===== config.mk =====
export PLATFORM = sky130hd
export DESIGN_NAME = regfile_wb_arbiter
export DESIGN_NICKNAME = d
export VERILOG_FILES = /design/src/rtl/regfile_wb_arbiter.sv
export SDC_FILE = /design/constraint.sdc
export NUM_CORES = 1
export LEC_CHECK = 0
export CORE_UTILIZATION = 40
export DETAILED_ROUTE_END_ITERATION = 7
export GPL_TIMING_DRIVEN = 0
export PLACE_DENSITY = 0.69
export SLEW_MARGIN = 15
export SYNTH_ARGS = -nofsm -noshare
export SYNTH_HDL_FRONTEND = slang
export SYNTH_SLANG_ARGS = --single-unit

===== constraint.sdc =====
create_clock -name clk -period 5.4 [get_ports clk]
set_clock_uncertainty 0.05 [all_clocks]
set_input_delay 0.54 -clock clk [delete_from_list [all_inputs] [get_ports clk]]
set_output_delay 0.54 -clock clk [all_outputs]
set_load 0.03 [all_outputs]

===== src/rtl/regfile_wb_arbiter.sv =====
// rtl/regfile_wb_arbiter.sv - two-port round-robin write-back arbiter for the integer register file
//
// Two requesters share the register file's single write port:
//   port 0 is the ALU result, port 1 is the load result.
// Each port has a valid/ready handshake in front of a one-entry holding buffer.
// A round-robin arbiter drains the buffers into registered rf_we/rf_waddr/rf_wdata.
// Writes to x0 are consumed and dropped.
// flush squashes all buffered writes.
// wr_count counts the rf_we pulses that have been issued.
//
// Ports:
//   clk, rst            clock; synchronous active-high reset
//   flush               synchronous squash of pending writes, blocks accepts
//   reqN_valid/ready    handshake for requester N (0 = ALU, 1 = load)
//   reqN_addr/data      destination register and write data for requester N
//   rf_we/waddr/wdata   registered register-file write port
//   busy                at least one holding buffer is occupied
//   wr_count            issued writes since reset, wraps modulo 2^CNT_LEN

module regfile_wb_arbiter #(
    parameter int DATA_LEN     = 32,
    parameter int REG_ADDR_LEN = 5,
    parameter int CNT_LEN      = 16
) (
    input  logic                    clk,
    input  logic                    rst,
    input  logic                    flush,
    input  logic                    req0_valid,
    output logic                    req0_ready,
    input  logic [REG_ADDR_LEN-1:0] req0_addr,
    input  logic [DATA_LEN-1:0]     req0_data,
    input  logic                    req1_valid,
    output logic                    req1_ready,
    input  logic [REG_ADDR_LEN-1:0] req1_addr,
    input  logic [DATA_LEN-1:0]     req1_data,
    output logic                    rf_we,
    output logic [REG_ADDR_LEN-1:0] rf_waddr,
    output logic [DATA_LEN-1:0]     rf_wdata,
    output logic                    busy,
    output logic [CNT_LEN-1:0]      wr_count
);

    logic [1:0]              buf_valid_q, buf_valid_d;
    logic [REG_ADDR_LEN-1:0] buf_addr_q [2];
    logic [REG_ADDR_LEN-1:0] buf_addr_d [2];
    logic [DATA_LEN-1:0]     buf_data_q [2];
    logic [DATA_LEN-1:0]     buf_data_d [2];
    logic                    rr_q, rr_d;
    logic                    rf_we_q, rf_we_d;
    logic [REG_ADDR_LEN-1:0] rf_waddr_q, rf_waddr_d;
    logic [DATA_LEN-1:0]     rf_wdata_q, rf_wdata_d;
    logic [CNT_LEN-1:0]      wr_count_q, wr_count_d;

    logic [1:0]              grant;
    logic [1:0]              ready;
    logic [1:0]              accept;
    logic [1:0]              req_valid;
    logic [REG_ADDR_LEN-1:0] req_addr [2];
    logic [DATA_LEN-1:0]     req_data [2];

    assign req_valid   = {req1_valid, req0_valid};
    assign req_addr[0] = req0_addr;
    assign req_addr[1] = req1_addr;
    assign req_data[0] = req0_data;
    assign req_data[1] = req1_data;

    // Round-robin only matters when both buffers are occupied; a lone
    // occupant always wins. Nothing is granted while flushing.
    always_comb begin
        grant = 2'b00;
        if (!flush) begin
            if (buf_valid_q == 2'b11) begin
                grant[rr_q] = 1'b1;
            end else begin
                grant = buf_valid_q;
            end
        end
    end

    // A buffer being drained this cycle can be refilled on the same edge,
    // which is what lets a lone requester sustain one write per cycle.
    always_comb begin
        for (int i = 0; i < 2; i++) begin
            ready[i] = !flush && (!buf_valid_q[i] || grant[i]);
        end
    end

    assign accept     = req_valid & ready;
    assign req0_ready = ready[0];
    assign req1_ready = ready[1];

    always_comb begin
        buf_valid_d = buf_valid_q;
        buf_addr_d  = buf_addr_q;
        buf_data_d  = buf_data_q;
        rr_d        = rr_q;
        rf_we_d     = 1'b0;
        rf_waddr_d  = rf_waddr_q;
        rf_wdata_d  = rf_wdata_q;
        wr_count_d  = wr_count_q;
        if (flush) begin
            buf_valid_d = 2'b00;
        end else begin
            for (int i = 0; i < 2; i++) begin
                if (grant[i]) begin
                    rf_we_d        = 1'b1;
                    rf_waddr_d     = buf_addr_q[i];
                    rf_wdata_d     = buf_data_q[i];
                    buf_valid_d[i] = 1'b0;
                    rr_d           = (i == 0);
                    wr_count_d     = wr_count_q + 1'b1;
                end
            end
            // Accepts are applied after grant clearing so a same-edge refill wins.
            // x0 requests are handshaken but never buffered.
            for (int i = 0; i < 2; i++) begin
                if (accept[i] && (req_addr[i] != '0)) begin
                    buf_valid_d[i] = 1'b1;
                    buf_addr_d[i]  = req_addr[i];
                    buf_data_d[i]  = req_data[i];
                end
            end
        end
    end

    always_ff @(posedge clk) begin
        if (rst) begin
            buf_valid_q <= 2'b00;
            rr_q        <= 1'b0;
            rf_we_q     <= 1'b0;
            rf_waddr_q  <= '0;
            rf_wdata_q  <= '0;
            wr_count_q  <= '0;
        end else begin
            buf_valid_q <= buf_valid_d;
            rr_q        <= rr_d;
            rf_we_q     <= rf_we_d;
            rf_waddr_q  <= rf_waddr_d;
            rf_wdata_q  <= rf_wdata_d;
            wr_count_q  <= wr_count_d;
        end
    end

    // Buffer payload is qualified by buf_valid_q, so it needs no reset.
    always_ff @(posedge clk) begin
        buf_addr_q <= buf_addr_d;
        buf_data_q <= buf_data_d;
    end

    assign rf_we    = rf_we_q;
    assign rf_waddr = rf_waddr_q;
    assign rf_wdata = rf_wdata_q;
    assign busy     = |buf_valid_q;
    assign wr_count = wr_count_q;

endmodule


; Word-level counts from Yosys, hierarchy flattened
; Index checks and enable logic that the tools add are counted.
[word_totals]
regBits = 131
inputBits = 79
out_inout_bits = 57
elab_cells = 55
[classes]
n_addsub = 1
order_cmp = 2
eq_ne = 1
mux = 18
n_bitwise = 2
n_reduce_logical = 20
[ops]
columns = operator, n
row1 = $mux 32, 2
row2 = $mux 16, 2
row3 = $add 16x1->16 const B, 1
row4 = $mux 5, 2
row5 = $reduce_bool 5->1, 2
row6 = $mux 1, 9
row7 = $reduce_and 2->1, 3
row8 = $reduce_bool 2->1, 3
row9 = $logic_and 1x1->1, 5
row10 = $mux 2, 2
row11 = $reduce_or 2->1, 2
row12 = $logic_not 1->1, 3
row13 = $and 2x2->2, 1
row14 = $eq 2x2->1 const B, 1
row15 = $logic_or 1x1->1, 2
row16 = $lt 1x2->1 const B, 1
row17 = $demux 1 s1, 1
row18 = $ge 1x1->1 const B, 1
row19 = $not 1->1, 1

; Depth between registers and ports, before layout
[depth]
depth_word = 11
ltp_mapped = 6
mapped_depth_nobuf = 4

; Least setup slack after synthesis
; OpenSTA, ideal clock, no wires.
[synth_path]
path_kind = input-to-reg
from = input req0_addr[0]
to = register buf_addr_q[5] (netlist name) (enable)
setup_ns = 0.486
t_arrival_ns = 3.459
required_time_ns = 4.864
path_slack_ns = 1.405
path_stages = 3
path_buffers = 0
path_cell_list = or4_1 -> o21ai_0 -> nor3b_1
[synth_between]
elab_chain_cells = 3
[synth_lines]
columns = item, line_no
row1 = from (decl), 30  ; input logic [REG_ADDR_LEN-1:0] req0_addr,
row2 = $reduce_bool 5->1, 117  ; if (accept[i] && (req_addr[i] != '0)) begin
row3 = $logic_and 1x1->1, 117
row4 = $reduce_and 2->1 (no line), --
row5 = to (signal assigned), 146  ; buf_addr_q <= buf_addr_d;
row6 = to (decl), 44  ; logic [REG_ADDR_LEN-1:0] buf_addr_q [2];
; Every way passes these cells.
; A chain may end at the register's enable or synchronous reset.

; Worst setup path after layout
[layout_path]
from = input flush
to = output req1_ready
[layout_between]
elab_chain_cells = 3
word_cells_on_any_way = 4
classes_between = mux: 1 / reduce/logical: 3
[layout_lines]
columns = item, line_no
row1 = from (decl), 27  ; input logic flush,
row2 = $mux 2, 71  ; if (!flush) begin
row3 = $logic_or 1x1->1, 84  ; ready[i] = !flush && (!buf_valid_q[i] || grant[i]);
row4 = $logic_and 1x1->1 *, 84
row5 = to (decl), 33  ; output logic req1_ready,
; Every way passes the cells marked *; elsewhere a longest branch is shown, timed or not.

==> summary.txt <==
Pre-CTS worst setup slack = 2660 ps
Die Span X = 112 um
Row count = 39
Final Core Density = 0.603
P&R area growth vs syn = 44.8%
Post-synthesis cell count = 391
Die area = 12500 um2
Pleak = 0.00245 uW
Vias in the first global route = 3652
Most common cell on crit path = clkdlybuf4s50_1
PostCTS Resize Cnt = 0
Vias after detailed routing = 3623
Flop pwr share = 0.465
Setup Crit Path Kind = input port to primary output
Hold Buf Count CTS = 0
Layout cell share with drive strength beyond 1 = 0.0675
Register area = 3360 um2
Hold crit path type = flop to flop
Final worst setup slack = 2670 ps
Crit Path Max Fanout = 7
Clk sink count = 131
Final HPWL DP = 8.19 mm
Area after DPL = 6410 um2
Min cycle time layout = 2730 ps
Unrepaired setup endpoints after global routing = false
Post-layout nets = 630
Final critical-path share of the clock period = 0.506
First-pass GRT wire length = 18.1 mm
Initial antenna violation count = 0
Top Ports = 136
Filler cell count = 927
Post-Layout Inst Area = 6980 um2
Startpoint types = input port
Post-route insts no fill = 706
Internal power = 1910 uW
Crit. End Element = primary output
Initial drt markers = 185
Dpl cells = 674
WL final = 11.6 mm
Synth Cell Area = 4820 um2
Commonest non-fill, non-tap cell in the layout = clkdlybuf4s50_1
Gate power share = 0.082
Stages on the worst setup path = 3
Avg Inst Size Synth = 12.3 um2
Ys async rst share = 0
Drt drc = 9
Routed WL per cell = 16.4 um
Max-Cap Viols = 0
Clock Tree Buf Depth = 2
Seq cells post-synth = 131
GR Overflow Total = 0
Starting Density = 0.417
Worst path max stage delay = 750 ps
Yosys warns = 0
Unique masters post-synth = 35
Final setup viols = 0
Slowest CP cell = clkdlybuf4s50_1
Register clock-pin slew on the reported worst setup and hold paths = 50 ps
CP delay by family, top = buffers and inverters
Multi-input combinational cell area = 1360 um2
Hold Crit Depth = 2
Die height = 112 um
Global-route usage over all layers = 0.193
Register area share after synthesis = 0.698
Status = finished with violations
WP buf/inv = 2
Synth Flop Type = edfxtp_1
Slew headroom = 0.604
Pwr/cell area = 344 nW/um2
Inserted Clock Buffers = 17
H-tree Lvls = 4
Failing checks = design-rule violations
CP Data Arrival Time = 2140 ps
TritonRoute pass-1 iters = 8
Postcts setup bufs = 0
Remaining antenna violation count = 0
Synthesized net count = 471
TritonCTS clock tree = yes
Worst Path Required = 4810 ps
Commonest cells after routing, fill and taps aside = clkdlybuf4s50_1 (134), nand2_1 (81), edfxtp_1 (74), dfxtp_1 (57), nand2b_1 (40)
Worst slew pin tran = 594 ps
Cells along the critical path = clkdlybuf4s50_1, a31oi_1, clkdlybuf4s50_1
Sum of negative setup slack = 0 ps
Highest Clock Rate = 0.366 GHz
Core area = 11600 um2
Net Switching = 490 uW
Diode count = 0
Max rail drop VDD = 241 uV
Buffers on Ports = 134
Clock share of power = 0.453
RD Place Congestion = 0.816
Hold Vio Cnt, Final = 0
CTS Root Buffer Type = clkbuf_16
Worst skew pair latency = 410 ps
Vias/cell = 5.13
Number of synthesized flops with an enable pin = 74
Count of final max-slew check failures = 0
Worst r2r path cells = 5
Switching share of power = 0.204
Pin count of the biggest net entering global routing = 31
-- worst reg2reg max path, stage by stage, from the launching register on --
cell and delay (ps):
dfxtp_1 450, o21ba_2 210, buf_2 250, buf_2 300, clkbuf_1 430, a32oi_1 180
-- logic make-up after synthesis --
family          synth area share
simple gates               0.164
flops                      0.698
compound gates            0.0989
buf+inv                   0.0218
xor+xnor                  0.0127
mux                      0.00208
fa+ha+maj                0.00260
-- path summary, 6_finish.rpt --
path                                      from           end  slack (ps)
worst max register to register  buf_valid_q[0]   rf_waddr[1]        3370
worst min-delay path              rf_wdata[23]  rf_wdata[23]         420
worst max-delay path                     flush    req1_ready        2670
worst min register to register    rf_wdata[23]  rf_wdata[23]         420
-- power by group through the flow --
stage / sequential [uW] / clock (uW) / combinational (uW)
CTS: 1120 / 1110 / 199
detailed placement: 1140 / 0 / 198
global placement: 1140 / 0 / 188
finish: 1120 / 1090 / 196
global route: 1120 / 1150 / 207
floorplan: 1170 / 0 / 49.5
-- layout make-up --
cell class / instances / share of cell area
Tap cell: 143 / 0.0257
Buffer: 24 / 0.0135
Sequential cell: 131 / 0.482
Timing Repair Buffer: 140 / 0.202
Multi-Input combinational cell: 233 / 0.194
Clock inverter: 6 / 0.0109
Clock buffer: 26 / 0.0701
Inverter: 3 / 0.00161
-- stage by stage --
step                      hold slack, ps  power (uW)
final                                417        2400
after global routing                 440        2480
after CTS                            419        2430
after detailed placement             407        1330
after global placement               401        1330
after floorplan                      451        1220
-- cell usage after synthesis, types with 2 or more instances --
| cell | instances | area [um2] |
|---|---|---|
| or3_1 | 9 | 56.3 |
| nand4_1 | 6 | 37.5 |
| buf_1 | 4 | 15.0 |
| a21oi_1 | 8 | 40.0 |
| a32oi_1 | 37 | 324 |
| xor2_1 | 6 | 52.6 |
| buf_2 | 3 | 15.0 |
| edfxtp_1 | 74 | 2220 |
| and2_1 | 2 | 12.5 |
| dfxtp_1 | 57 | 1140 |
| o21ai_0 | 8 | 40.0 |
| or4_1 | 2 | 15.0 |
| a31oi_1 | 2 | 12.5 |
| clkbuf_1 | 17 | 63.8 |
| nor2_1 | 10 | 37.5 |
| nand3_1 | 6 | 30.0 |
| nand2b_1 | 40 | 250 |
| nand2_1 | 81 | 304 |
| inv_1 | 3 | 11.3 |
-- sequential cells by signal (all words and copies together) (netlist names) --
name and cells:
buf_valid_q 2, rf_waddr 5, buf_data_q 64, rf_we 1
rr_q 1, rf_wdata 32, wr_count 16, buf_addr_q 10
-- routing by layer --
metal / vias up / global-route usage / part of all wire
li1: 1751 / - / -
met1: 1745 / 0.229 / 0.43
met2: 119 / 0.318 / 0.50
met3: 8 / 0.0670 / 0.063
met4: 0 / 0.0811 / 0.0051
met5: - / 0 / 0
(Power assumes the default switching activity.)
